## src/rtl/timer_pkg.sv

```systemverilog
// timer_pkg: shared constants and state encoding for the ms interval timer,
// the LFSR 1 ms tick source and their benches.
// Ports: none (package only).
package timer_pkg;

  localparam int CNT_W_DEF  = 16;     // default duration / remaining width (ms)
  localparam int EXP_W_DEF  = 8;      // default periodic expiry counter width
  localparam int CLK_PER_MS = 50000;  // 50 MHz core clock cycles per millisecond

  typedef enum logic {
    IDLE = 1'b0,
    RUN  = 1'b1
  } state_e;

endpackage

```

## src/rtl/tick_edge_det.sv

```systemverilog
// tick_edge_det: 1-bit rising-edge detector; a level held high for N cycles
// yields a single-cycle rise pulse. Combinational output, one register.
// Ports: clk, rst (async active-low), in (level), rise (one-cycle pulse).
module tick_edge_det (
  input  logic clk,
  input  logic rst,
  input  logic in,
  output logic rise
);

  logic in_q;

  always_ff @(posedge clk or negedge rst) begin
    if (!rst) begin
      in_q <= 1'b0;
    end else begin
      in_q <= in;
    end
  end

  assign rise = in & ~in_q;

endmodule

```

## src/rtl/ms_interval_timer.sv

```systemverilog
// ms_interval_timer: counts qualified 1 ms ticks to time a programmable
// interval, one-shot or periodic, with start/stop and a one-cycle done pulse.
// Ports: clk, rst (async active-low), tick_1ms, start, stop, periodic,
//        duration_ms -> busy, done, remaining_ms, expiry_cnt.
module ms_interval_timer
  import timer_pkg::*;
#(
  parameter int CNT_W = CNT_W_DEF,
  parameter int EXP_W = EXP_W_DEF
) (
  input  logic             clk,
  input  logic             rst,
  input  logic             tick_1ms,
  input  logic             start,
  input  logic             stop,
  input  logic             periodic,
  input  logic [CNT_W-1:0] duration_ms,
  output logic             busy,
  output logic             done,
  output logic [CNT_W-1:0] remaining_ms,
  output logic [EXP_W-1:0] expiry_cnt
);

  state_e           state_q, state_d;
  logic [CNT_W-1:0] remaining_q, remaining_d;
  logic [CNT_W-1:0] dur_q, dur_d;
  logic [EXP_W-1:0] expiry_q, expiry_d;
  logic             per_q, per_d;
  logic             done_q, done_d;
  logic             tick_rise;

  // A long tick pulse must count only once.
  tick_edge_det u_tick_edge (
    .clk  (clk),
    .rst  (rst),
    .in   (tick_1ms),
    .rise (tick_rise)
  );

  always_ff @(posedge clk or negedge rst) begin
    if (!rst) begin
      state_q     <= IDLE;
      remaining_q <= '0;
      dur_q       <= '0;
      expiry_q    <= '0;
      per_q       <= 1'b0;
      done_q      <= 1'b0;
    end else begin
      state_q     <= state_d;
      remaining_q <= remaining_d;
      dur_q       <= dur_d;
      expiry_q    <= expiry_d;
      per_q       <= per_d;
      done_q      <= done_d;
    end
  end

  always_comb begin
    state_d     = state_q;
    remaining_d = remaining_q;
    dur_d       = dur_q;
    expiry_d    = expiry_q;
    per_d       = per_q;
    done_d      = 1'b0;

    // stop only matters while running; start (re)loads from either state.
    if (state_q == RUN && stop) begin
      state_d     = IDLE;
      remaining_d = '0;
    end else if (start) begin
      dur_d    = duration_ms;
      per_d    = periodic;
      expiry_d = '0;
      if (duration_ms == '0) begin
        // Zero-length interval expires at once without ever running.
        state_d     = IDLE;
        remaining_d = '0;
        done_d      = 1'b1;
        expiry_d    = EXP_W'(1);
      end else begin
        state_d     = RUN;
        remaining_d = duration_ms;
      end
    end else if (state_q == RUN && tick_rise) begin
      if (remaining_q > CNT_W'(1)) begin
        remaining_d = remaining_q - CNT_W'(1);
      end else begin
        // Final tick: reload on the same edge so periodic intervals are gapless.
        done_d   = 1'b1;
        expiry_d = expiry_q + EXP_W'(1);
        if (per_q) begin
          remaining_d = dur_q;
        end else begin
          state_d     = IDLE;
          remaining_d = '0;
        end
      end
    end
  end

  assign busy         = (state_q == RUN);
  assign done         = done_q;
  assign remaining_ms = remaining_q;
  assign expiry_cnt   = expiry_q;

endmodule
```

## config.mk

```make
export PLATFORM = sky130hd
export DESIGN_NAME = ms_interval_timer
export DESIGN_NICKNAME = d
export VERILOG_FILES = /design/src/rtl/timer_pkg.sv /design/src/rtl/tick_edge_det.sv /design/src/rtl/ms_interval_timer.sv
export SDC_FILE = /design/constraint.sdc
export NUM_CORES = 1
export LEC_CHECK = 0
export CAP_MARGIN = 40
export CORE_ASPECT_RATIO = 0.8
export CORE_UTILIZATION = 40
export DETAILED_ROUTE_END_ITERATION = 6
export GPL_ROUTABILITY_DRIVEN = 0
export SYNTH_ARGS = -nofsm -noshare
export SYNTH_HDL_FRONTEND = slang
export SYNTH_SLANG_ARGS = --single-unit
```

## constraint.sdc

```tcl
create_clock -name clk -period 5.96 [get_ports clk]
set_input_delay 1.192 -clock clk [delete_from_list [all_inputs] [get_ports clk]]
set_output_delay 1.192 -clock clk [all_outputs]
set_load 0.01 [all_outputs]
```

==> flow_metrics.env, run 1 <==
export IMPL_outcome="completed"
export IMPL_cts_made_buffers=5
export IMPL_fin_nets=363
export IMPL_slew_viol_final=0
export IMPL_arrival_ns=3.20
export IMPL_synth_area_per_cell_um2=8.70
export IMPL_vias=2395
export IMPL_cts_root_buf="clkbuf_8"
export IMPL_ios=48
export IMPL_drcViolationCount=0
export IMPL_antenna_found_initial=0
export IMPL_crit_fanout=22
export IMPL_endpoint_kind="register"
export IMPL_synth_cell_types=54
export IMPL_place_hpwl_mm=5.28
export IMPL_yosysWarnings=0
export IMPL_ys_flop_type="dfrtp_1"
export IMPL_worst_path_max_delay_cell="clkdlybuf4s50_1"
export IMPL_netlist_instances=297
export IMPL_area_growth_pct=24.1
export IMPL_regToRegEndpoint="remaining_ms[10]"
export IMPL_cp_cell_sequence="clkdlybuf4s50_1 > clkinv_1 > a21oi_2 > buf_4 > nand2b_1 > o21ai_0 > a21oi_1"
export IMPL_required_ns=6.14
export IMPL_finalCritPeriodShare_pct=50.6
export IMPL_cellPowerDensity_nw_per_um2=237
export IMPL_crit_path_max_incr_delay_ns=0.64
export IMPL_routed_wl_mm=7.33
export IMPL_cts_tree="done"
export IMPL_grt_max_degree=24
export IMPL_track_usage_pct=23.3
export IMPL_final_cell_area_um2=3210
export IMPL_clock_fmax_mhz=332
export IMPL_dieWidth_um=91.9
export IMPL_clockBufferDepth=2
export IMPL_tightest_slew_ns=0.744
export IMPL_min_period_ns=3.02
export IMPL_path_clk_slew_ns=0.08
export IMPL_hold_depth=2
export IMPL_die_h_um=73.9
export IMPL_total_power_uw=760
export IMPL_cp_start_kind="input port"
export IMPL_hold_buffers=0
export IMPL_hp_start="dur_q[10]"
export IMPL_post_cts_buffers=0
export IMPL_fill_cells=598
export IMPL_rsz0062_at_grt="false"
export IMPL_syn_nets=322
export IMPL_critPathTopFamily="buffers and inverters"
export IMPL_row_count=25
export IMPL_crit_buf_inv=3
export IMPL_synth_edf_count=0
export IMPL_cap_violations=0
export IMPL_antenna_left=0
export IMPL_reg2reg_slack_ns=3.47
export IMPL_drive_above_1_share_pct=7.37
export IMPL_insertion_delay_ns=0.30
export IMPL_rr_worst_depth=7
export IMPL_die_area_um2=6790
export IMPL_skew_ns=0.00722
export IMPL_io_buffers=47
export IMPL_p_leak_nw=1.37
export IMPL_max_slew_margin_pct=50.3
export IMPL_wl_per_cell_um=17.5
export IMPL_drt_pre_antenna_iters=4
export IMPL_async_flop_share_pct=100
export IMPL_setup_viol=0
export IMPL_cts_resized=0
export IMPL_synth_seq_cells=44
export IMPL_coreArea_um2=6070
export IMPL_critPathKind="input port to register"
export IMPL_tns_ns=0
export IMPL_grt_first_pass_wirelength_mm=12.1
export IMPL_start_util_pct=42.6
export IMPL_drt_iter0_drc=190
export IMPL_vias_per_cell=5.70
export IMPL_r2r_start="remaining_ms[0]"
export IMPL_syn_area_um2=2580
export IMPL_antenna_cells=0
export IMPL_min_delay_path_class="register to register"
export IMPL_grt_overflow=0
export IMPL_clock_sinks=44
export IMPL_hold_path_endpoint="dur_q[10]"
export IMPL_post_place_cells=412
export IMPL_ir_worst_vdd_mv=0.101
export IMPL_dpl_cell_area_um2=3120
export IMPL_htree_num_levels=2
export IMPL_hold_violations=0
export IMPL_first_global_vias=2264
export IMPL_final_cell_count_no_fill=420
export IMPL_seq_area_frac_synth_pct=42.6
stage by stage:
step	worst slack, ns	utilization, %	hold slack (ns)
after floorplan	3.46	-	0.438
after global placement	2.70	50.9	0.455
after detailed placement	2.62	51.3	0.463
after CTS	2.95	52.9	0.483
after global routing	2.75	52.9	0.510
final	2.94	52.9	0.482
synthesized netlist by cell type (2+ instances only):
| master | count | share of area (%) |
|---|---|---|
| o21ai_0 | 14 | 2.7 |
| nor2_1 | 14 | 2.0 |
| inv_1 | 3 | 0.44 |
| a21boi_0 | 5 | 1.5 |
| a21oi_1 | 14 | 2.7 |
| buf_6 | 2 | 0.87 |
| mux2i_1 | 2 | 0.77 |
| a31oi_1 | 8 | 1.9 |
| nand3b_1 | 2 | 0.58 |
| and3_1 | 5 | 1.2 |
| nand3_1 | 9 | 1.7 |
| ha_1 | 3 | 1.5 |
| nand2_1 | 67 | 9.7 |
| xnor2_1 | 4 | 1.4 |
| clkbuf_1 | 7 | 1.0 |
| dfrtp_1 | 44 | 43 |
| o31ai_1 | 2 | 0.58 |
| o21a_1 | 3 | 0.87 |
| nor4_1 | 9 | 2.2 |
| buf_2 | 6 | 1.2 |
| o211ai_1 | 3 | 0.87 |
| a22oi_1 | 6 | 1.7 |
| o221ai_1 | 3 | 1.0 |
| or4_1 | 2 | 0.58 |
| nor3_1 | 5 | 0.97 |
| xor2_1 | 10 | 3.4 |
| and2_1 | 5 | 1.2 |
| nand4_1 | 14 | 3.4 |
power by group:
group	internal [mW]	leakage [nW]	switching [mW]
sequential	0.328	0.557	0.0446
combinational	0.0897	0.759	0.101
clock	0.0926	0.0510	0.104
sequential cells by signal, summed over array words and instances (netlist names):
register / cells
dur_q: 16
remaining_ms: 16
expiry_cnt: 8
busy: 1
done: 1
per_q: 1
u_tick_edge.in_q: 1
worst min-delay path, stage by stage (launching register included):
cell	delay [ns]
dfrtp_1	0.35
nand2_1	0.05
nand2_1	0.05
layout by cell type, fill, tap and decap left out, types with 2 or more instances in the layout:
cell type,instances
a21boi_0,5
a21oi_1,13
a22oi_1,6
a31oi_1,8
and2_1,5
and3_1,5
buf_4,2
clkbuf_8,6
clkdlybuf4s50_1,46
clkinv_2,2
dfrtp_1,44
ha_1,3
inv_1,3
mux2i_1,2
nand2_1,67
nand3_1,9
nand3b_1,2
nand4_1,14
nor2_1,14
nor3_1,5
nor4_1,9
o211ai_1,3
o21a_1,3
o21ai_0,14
o221ai_1,3
o31ai_1,2
or4_1,2
xnor2_1,4
xor2_1,10
how the worst max path moves through the flow:
stage,from,to,slack (ns),cells after the start
2_1_floorplan,start,expiry_cnt[2],3.46,6
3_3_place_gp,start,expiry_cnt[0],2.70,7
3_5_place_dp,start,expiry_cnt[0],2.62,7
4_1_cts,start,expiry_cnt[0],2.95,7
5_1_grt,start,remaining_ms[0],2.75,6
6_report,start,expiry_cnt[0],2.94,7
metal layers:
| metal | vias to the layer above | share of wire (%) | GRT usage, % |
|---|---|---|---|
| met5 | - | 0 | 0 |
| met1 | 1159 | 51 | 35.2 |
| met4 | 0 | 0.93 | 6.08 |
| met3 | 9 | 6.1 | 3.52 |
| li1 | 1149 | - | - |
| met2 | 78 | 42 | 34.8 |
area by class of cell:
class	count	area [µm²]	share of cell area, %
clock inverters	2	10.0	0.312
inverters	4	15.0	0.468
well taps	81	101	3.16
repair buffers	50	508	15.8
multi-input cells	233	1390	43.3
clock buffers	6	82.6	2.57
flip-flops and latches	44	1100	34.3
cell families after synthesis:
family                   Yosys count  synth area share, %
AND/OR/NAND/NOR                  147                 29.3
AO/OA/AOI/OAI                     66                 16.7
flip-flops                        44                 42.6
buffers and inverters             20                 3.78
XOR/XNOR                          14                 4.74
multiplexers                       3                 1.36
adder cells (fa/ha/maj)            3                 1.45
Power figures use the tool's default switching activity.
==> run 2, diff against run 1 <==
==> constraint.sdc (replaced) <==
create_clock -name clk -period 3.15 [get_ports clk]
set_input_delay 0.63 -clock clk [delete_from_list [all_inputs] [get_ports clk]]
set_output_delay 0.63 -clock clk [all_outputs]
set_load 0.01 [all_outputs]
==> run 2 against run 1 <==
  * Sequential share of layout area shrank 0.51 points
  * First-iteration DRC count shrank 0.53%
  * Largest cell class unchanged
  * Via count grew 2.0%
  * Count of clock-buffer cells in the layout grew 1
  * Final cell count grew 0.71%
  * Power grew 110%
  * Clock power grew 150%
  * Register-to-register slack lost 2.8 ns
  * Sequential power grew 89%
  * Non-clock buffer count grew 3
==> flow_metrics.env, run 2 (synthesis results as in run 1) <==
export IMPL_tns_ns=0
export IMPL_cts_root_buf="clkbuf_8"
export IMPL_tightest_slew_ns=0.713
export IMPL_vias=2442
export IMPL_critPathKind="register to register"
export IMPL_vias_per_cell=5.77
export IMPL_grt_first_pass_wirelength_mm=12.4
export IMPL_finalCritPeriodShare_pct=79.5
export IMPL_row_count=25
export IMPL_dieWidth_um=91.9
export IMPL_coreArea_um2=6070
export IMPL_p_leak_nw=1.39
export IMPL_clock_fmax_mhz=399
export IMPL_clockBufferDepth=2
export IMPL_antenna_found_initial=0
export IMPL_skew_ns=0.0114
export IMPL_area_growth_pct=26.0
export IMPL_cts_resized=0
export IMPL_pre_cts_ws_ns=0.440
export IMPL_required_ns=3.33
export IMPL_drive_above_1_share_pct=8.19
export IMPL_cts_tree="done"
export IMPL_ios=48
export IMPL_antenna_cells=0
export IMPL_setup_viol=0
export IMPL_htree_num_levels=2
export IMPL_fill_cells=603
export IMPL_outcome="completed"
export IMPL_r2r_start="remaining_ms[1]"
export IMPL_ir_worst_vdd_mv=0.243
export IMPL_final_common_cell="nand2_1"
export IMPL_min_delay_path_class="input port to async pin"
export IMPL_min_period_ns=2.50
export IMPL_cts_made_buffers=5
export IMPL_track_usage_pct=23.7
export IMPL_arrival_ns=2.69
export IMPL_wl_per_cell_um=17.6
export IMPL_max_slew_margin_pct=52.0
export IMPL_crit_fanout=17
export IMPL_fin_nets=366
export IMPL_reg2reg_slack_ns=0.65
export IMPL_clock_sinks=44
export IMPL_rr_worst_depth=7
export IMPL_regToRegEndpoint="remaining_ms[10]"
export IMPL_endpoint_kind="register"
export IMPL_routed_wl_mm=7.43
export IMPL_slew_viol_final=0
export IMPL_grt_overflow=0
export IMPL_worst_slack_ns=0.645
export IMPL_start_util_pct=42.6
export IMPL_grt_max_degree=25
export IMPL_die_area_um2=6790
export IMPL_fin_util_pct=53.7
export IMPL_antenna_left=0
export IMPL_drt_pre_antenna_iters=4
export IMPL_cellPowerDensity_nw_per_um2=479
export IMPL_insertion_delay_ns=0.31
export IMPL_rsz0062_at_grt="false"
export IMPL_post_cts_buffers=0
export IMPL_place_hpwl_mm=5.32
export IMPL_hold_violations=0
export IMPL_drcViolationCount=0
export IMPL_io_buffers=47
export IMPL_die_h_um=73.9
export IMPL_drt_iter0_drc=189
export IMPL_hold_buffers=0
export IMPL_cp_start_kind="register"
export IMPL_cap_violations=0
export IMPL_first_global_vias=2320
export IMPL_final_cell_mix="nand2_1, clkdlybuf4s50_1, dfrtp_1"
export IMPL_path_clk_slew_ns=0.09
run 2: cell count changes in the layout (fill, tap and decap cells not counted):
cell       delta
clkbuf_8      +1
buf_4         +3
buf_12        +1
bufinv_16     +1
buf_16        -1
clkinv_2      -2
run 2: area by class of cell:
cell class	instances	area, µm²	area share (%)
Tap cell	81	101	3.11
Multi-Input combinational cell	233	1390	42.7
Clock buffer	7	96.3	2.96
Timing Repair Buffer	53	523	16.1
Inverter	4	15.0	0.461
Sequential cell	44	1100	33.8
Clock inverter	1	30.0	0.922
run 2: per-stage QoR:
stage	std cells	total power [mW]	cell area, µm²	hold WS (ns)
floorplan	297	0.907	2580	0.334
global placement	414	1.07	3110	0.456
detailed placement	415	1.08	3130	0.459
CTS	423	1.56	3260	0.293
global route	423	1.64	3260	0.314
finish	423	1.56	3260	0.280
run 2: how the worst max path moves through the flow:
stage                          startpoint          endpoint  slack (ns)  cells after the start
final                     remaining_ms[1]  remaining_ms[10]        0.65                      7
after global routing      remaining_ms[0]  remaining_ms[10]        0.43                      7
after CTS                 remaining_ms[1]  remaining_ms[10]        0.68                      7
after detailed placement            start  remaining_ms[13]        0.44                      7
after global placement              start  remaining_ms[13]        0.55                      7
after floorplan           remaining_ms[4]  remaining_ms[14]        1.19                      7
run 2: critical path: stages (launching register included):
cell	delay, ns
dfrtp_1	0.45
inv_1	0.12
ha_1	0.42
o21bai_1	0.24
nor2_4	0.43
nand4_1	0.33
a221oi_1	0.32
nor3_1	0.07
run 2: where the power goes:
| group | switching, mW | internal [mW] |
|---|---|---|
| clock | 0.209 | 0.280 |
| combinational | 0.194 | 0.173 |
| sequential | 0.0836 | 0.620 |
run 2: metal layers:
layer | vias up | global-route usage (%) | routed length, µm
met5 | - | 0 | 0
li1 | 1158 | - | -
met2 | 80 | 35.1 | 3170
met3 | 6 | 3.83 | 462
met1 | 1198 | 36.2 | 3740
met4 | 0 | 5.73 | 57
==> run 3, diff against run 2 <==
--- a/config.mk
+++ b/config.mk
@@ -10,6 +10,7 @@
 export CORE_UTILIZATION = 40
 export DETAILED_ROUTE_END_ITERATION = 6
 export GPL_ROUTABILITY_DRIVEN = 0
+export PLACE_DENSITY = 0.66
 export SYNTH_ARGS = -nofsm -noshare
 export SYNTH_HDL_FRONTEND = slang
 export SYNTH_SLANG_ARGS = --single-unit
==> constraint.sdc (replaced) <==
create_clock -name clk -period 2.05 [get_ports clk]
set_input_delay 0.41 -clock clk [delete_from_list [all_inputs] [get_ports clk]]
set_output_delay 0.41 -clock clk [all_outputs]
set_load 0.01 [all_outputs]
==> run 3 against run 2 <==
  * Worst setup slack got worse by 0.58 ns
  * Sequential cell count unchanged
  * Fmax increased by 26%
  * Register-to-register slack got worse by 0.58 ns
  * Clock skew decreased by 0.0019 ns
  * Sequential power increased by 48%
  * Non-clock buffer count increased by 42
  * Power increased by 62%
  * Critical path depth decreased by 1
  * Count of clock-buffer cells in the layout unchanged
  * Final cell count increased by 9.9%
  * Global-route usage increased by 0.25 points
==> flow_metrics.env, run 3 (synthesis results as in run 1) <==
export IMPL_outcome="completed"
export IMPL_endpoint_kind="register"
export IMPL_p_leak_nw=1.62
export IMPL_min_delay_path_class="input port to async pin"
export IMPL_die_area_um2=6790
export IMPL_min_period_ns=1.99
export IMPL_first_global_vias=2530
export IMPL_cp_cell_sequence="or4_4 > nor3b_4 > buf_12 > and4b_1 > xnor2_1 > o211ai_2"
export IMPL_die_h_um=73.9
export IMPL_htree_num_levels=2
export IMPL_row_count=25
export IMPL_drive_above_1_share_pct=18.8
export IMPL_cap_violations=0
export IMPL_cts_tree="done"
export IMPL_tns_ns=0
export IMPL_antenna_found_initial=0
export IMPL_dpl_cell_area_um2=3470
export IMPL_tightest_slew_ns=0.660
export IMPL_crit_fanout=16
export IMPL_drcViolationCount=0
export IMPL_antenna_cells=0
export IMPL_grt_first_pass_wirelength_mm=12.8
export IMPL_fin_nets=408
export IMPL_io_buffers=47
export IMPL_vias=2627
export IMPL_insertion_delay_ns=0.30
export IMPL_slew_viol_final=0
export IMPL_path_clk_slew_ns=0.09
export IMPL_dieWidth_um=91.9
export IMPL_routed_wl_mm=7.72
export IMPL_clockBufferDepth=2
export IMPL_final_cell_area_um2=3630
export IMPL_vias_per_cell=5.65
export IMPL_cp_start_kind="register"
export IMPL_crit_path_max_incr_delay_ns=0.59
export IMPL_area_growth_pct=40.4
export IMPL_final_common_cell="nand2_1"
export IMPL_hold_violations=0
export IMPL_drt_pre_antenna_iters=5
export IMPL_required_ns=2.22
export IMPL_drt_iter0_drc=204
export IMPL_worst_path_max_delay_cell="or4_4"
export IMPL_coreArea_um2=6070
export IMPL_ios=48
export IMPL_arrival_ns=2.16
export IMPL_start_util_pct=42.6
export IMPL_cts_root_buf="clkbuf_8"
export IMPL_wl_per_cell_um=16.6
export IMPL_clock_fmax_mhz=503
export IMPL_antenna_left=0
export IMPL_clock_sinks=44
export IMPL_ir_worst_vdd_mv=0.406
export IMPL_final_cell_mix="nand2_1, clkdlybuf4s50_1, dfrtp_1, buf_4"
export IMPL_skew_ns=0.00956
export IMPL_track_usage_pct=24.0
export IMPL_fill_cells=562
export IMPL_critPathKind="register to register"
export IMPL_place_hpwl_mm=5.54
export IMPL_hold_buffers=0
export IMPL_setup_viol=0
export IMPL_max_slew_margin_pct=56.0
export IMPL_cts_made_buffers=5
export IMPL_finalCritPeriodShare_pct=96.9
export IMPL_grt_max_degree=45
export IMPL_cellPowerDensity_nw_per_um2=696
export IMPL_fin_util_pct=59.8
export IMPL_grt_overflow=0
[run 3: cell count changes in the layout (fill, tap and decap cells not counted), sizes merged]
cell,change
buf,+42
[run 3: path summary, 6_finish.rpt]
kind / from / to / slack (ns) / cells after the start
max: remaining_ms[6] / remaining_ms[14] / 0.06 / 6
min: rst / remaining_ms[9] / 0.19 / 2
max reg2reg: remaining_ms[6] / remaining_ms[14] / 0.06 / 6
min reg2reg: dur_q[6] / dur_q[6] / 0.47 / 2
max in group asynchronous: rst / dur_q[13] / 1.45 / 2
min in group clk: dur_q[6] / dur_q[6] / 0.47 / 2
[run 3: repair_timing]
item,CTS,global route
endpoints found under the setup margin,0,10
setup buffers,0,2
gates resized for setup,0,4
[run 3: per-layer routing]
metal  track usage, %  routed length, µm  up-vias
li1                 -                  -     1243
met1             35.5               3730     1267
met2             35.7               3340      101
met3             4.97                535       16
met4             6.60                116        0
met5                0                  0        -
[run 3: area by class of cell]
type	count	area (µm²)	area share (%)
clock buffer	7	96.3	2.65
clock inverter	1	30.0	0.827
inverter	4	15.0	0.414
multi-input combinational	233	1410	38.8
sequential	44	1100	30.3
tap	81	101	2.79
timing repair buffer	95	876	24.1
[run 3: per-stage QoR]
stage / power [mW] / instances / hold WS, ns / setup slack [ns]
CTS: 2.52 / 463 / 0.216 / 0.00857
floorplan: 1.39 / 297 / 0.114 / 0.0938
finish: 2.53 / 465 / 0.186 / 0.0631
global route: 2.65 / 465 / 0.242 / -0.00339
global placement: 1.77 / 455 / 0.455 / -0.00395
detailed placement: 1.78 / 455 / 0.457 / -0.0644
[run 3: power by group]
part	switching [mW]	internal (mW)	leakage [nW]	total (mW)
logic	0.380	0.367	1.00	0.747
registers	0.0852	0.953	0.557	1.04
clock network	0.311	0.431	0.0645	0.742
[run 3: worst max-delay path, delay by kind of cell (launching register included)]
family | cells | cell delay, ns
AO/OA/AOI/OAI | 1 | 0.09
XOR/XNOR | 1 | 0.14
buffers and inverters | 1 | 0.18
flip-flops | 1 | 0.38
AND/OR/NAND/NOR | 3 | 1.08
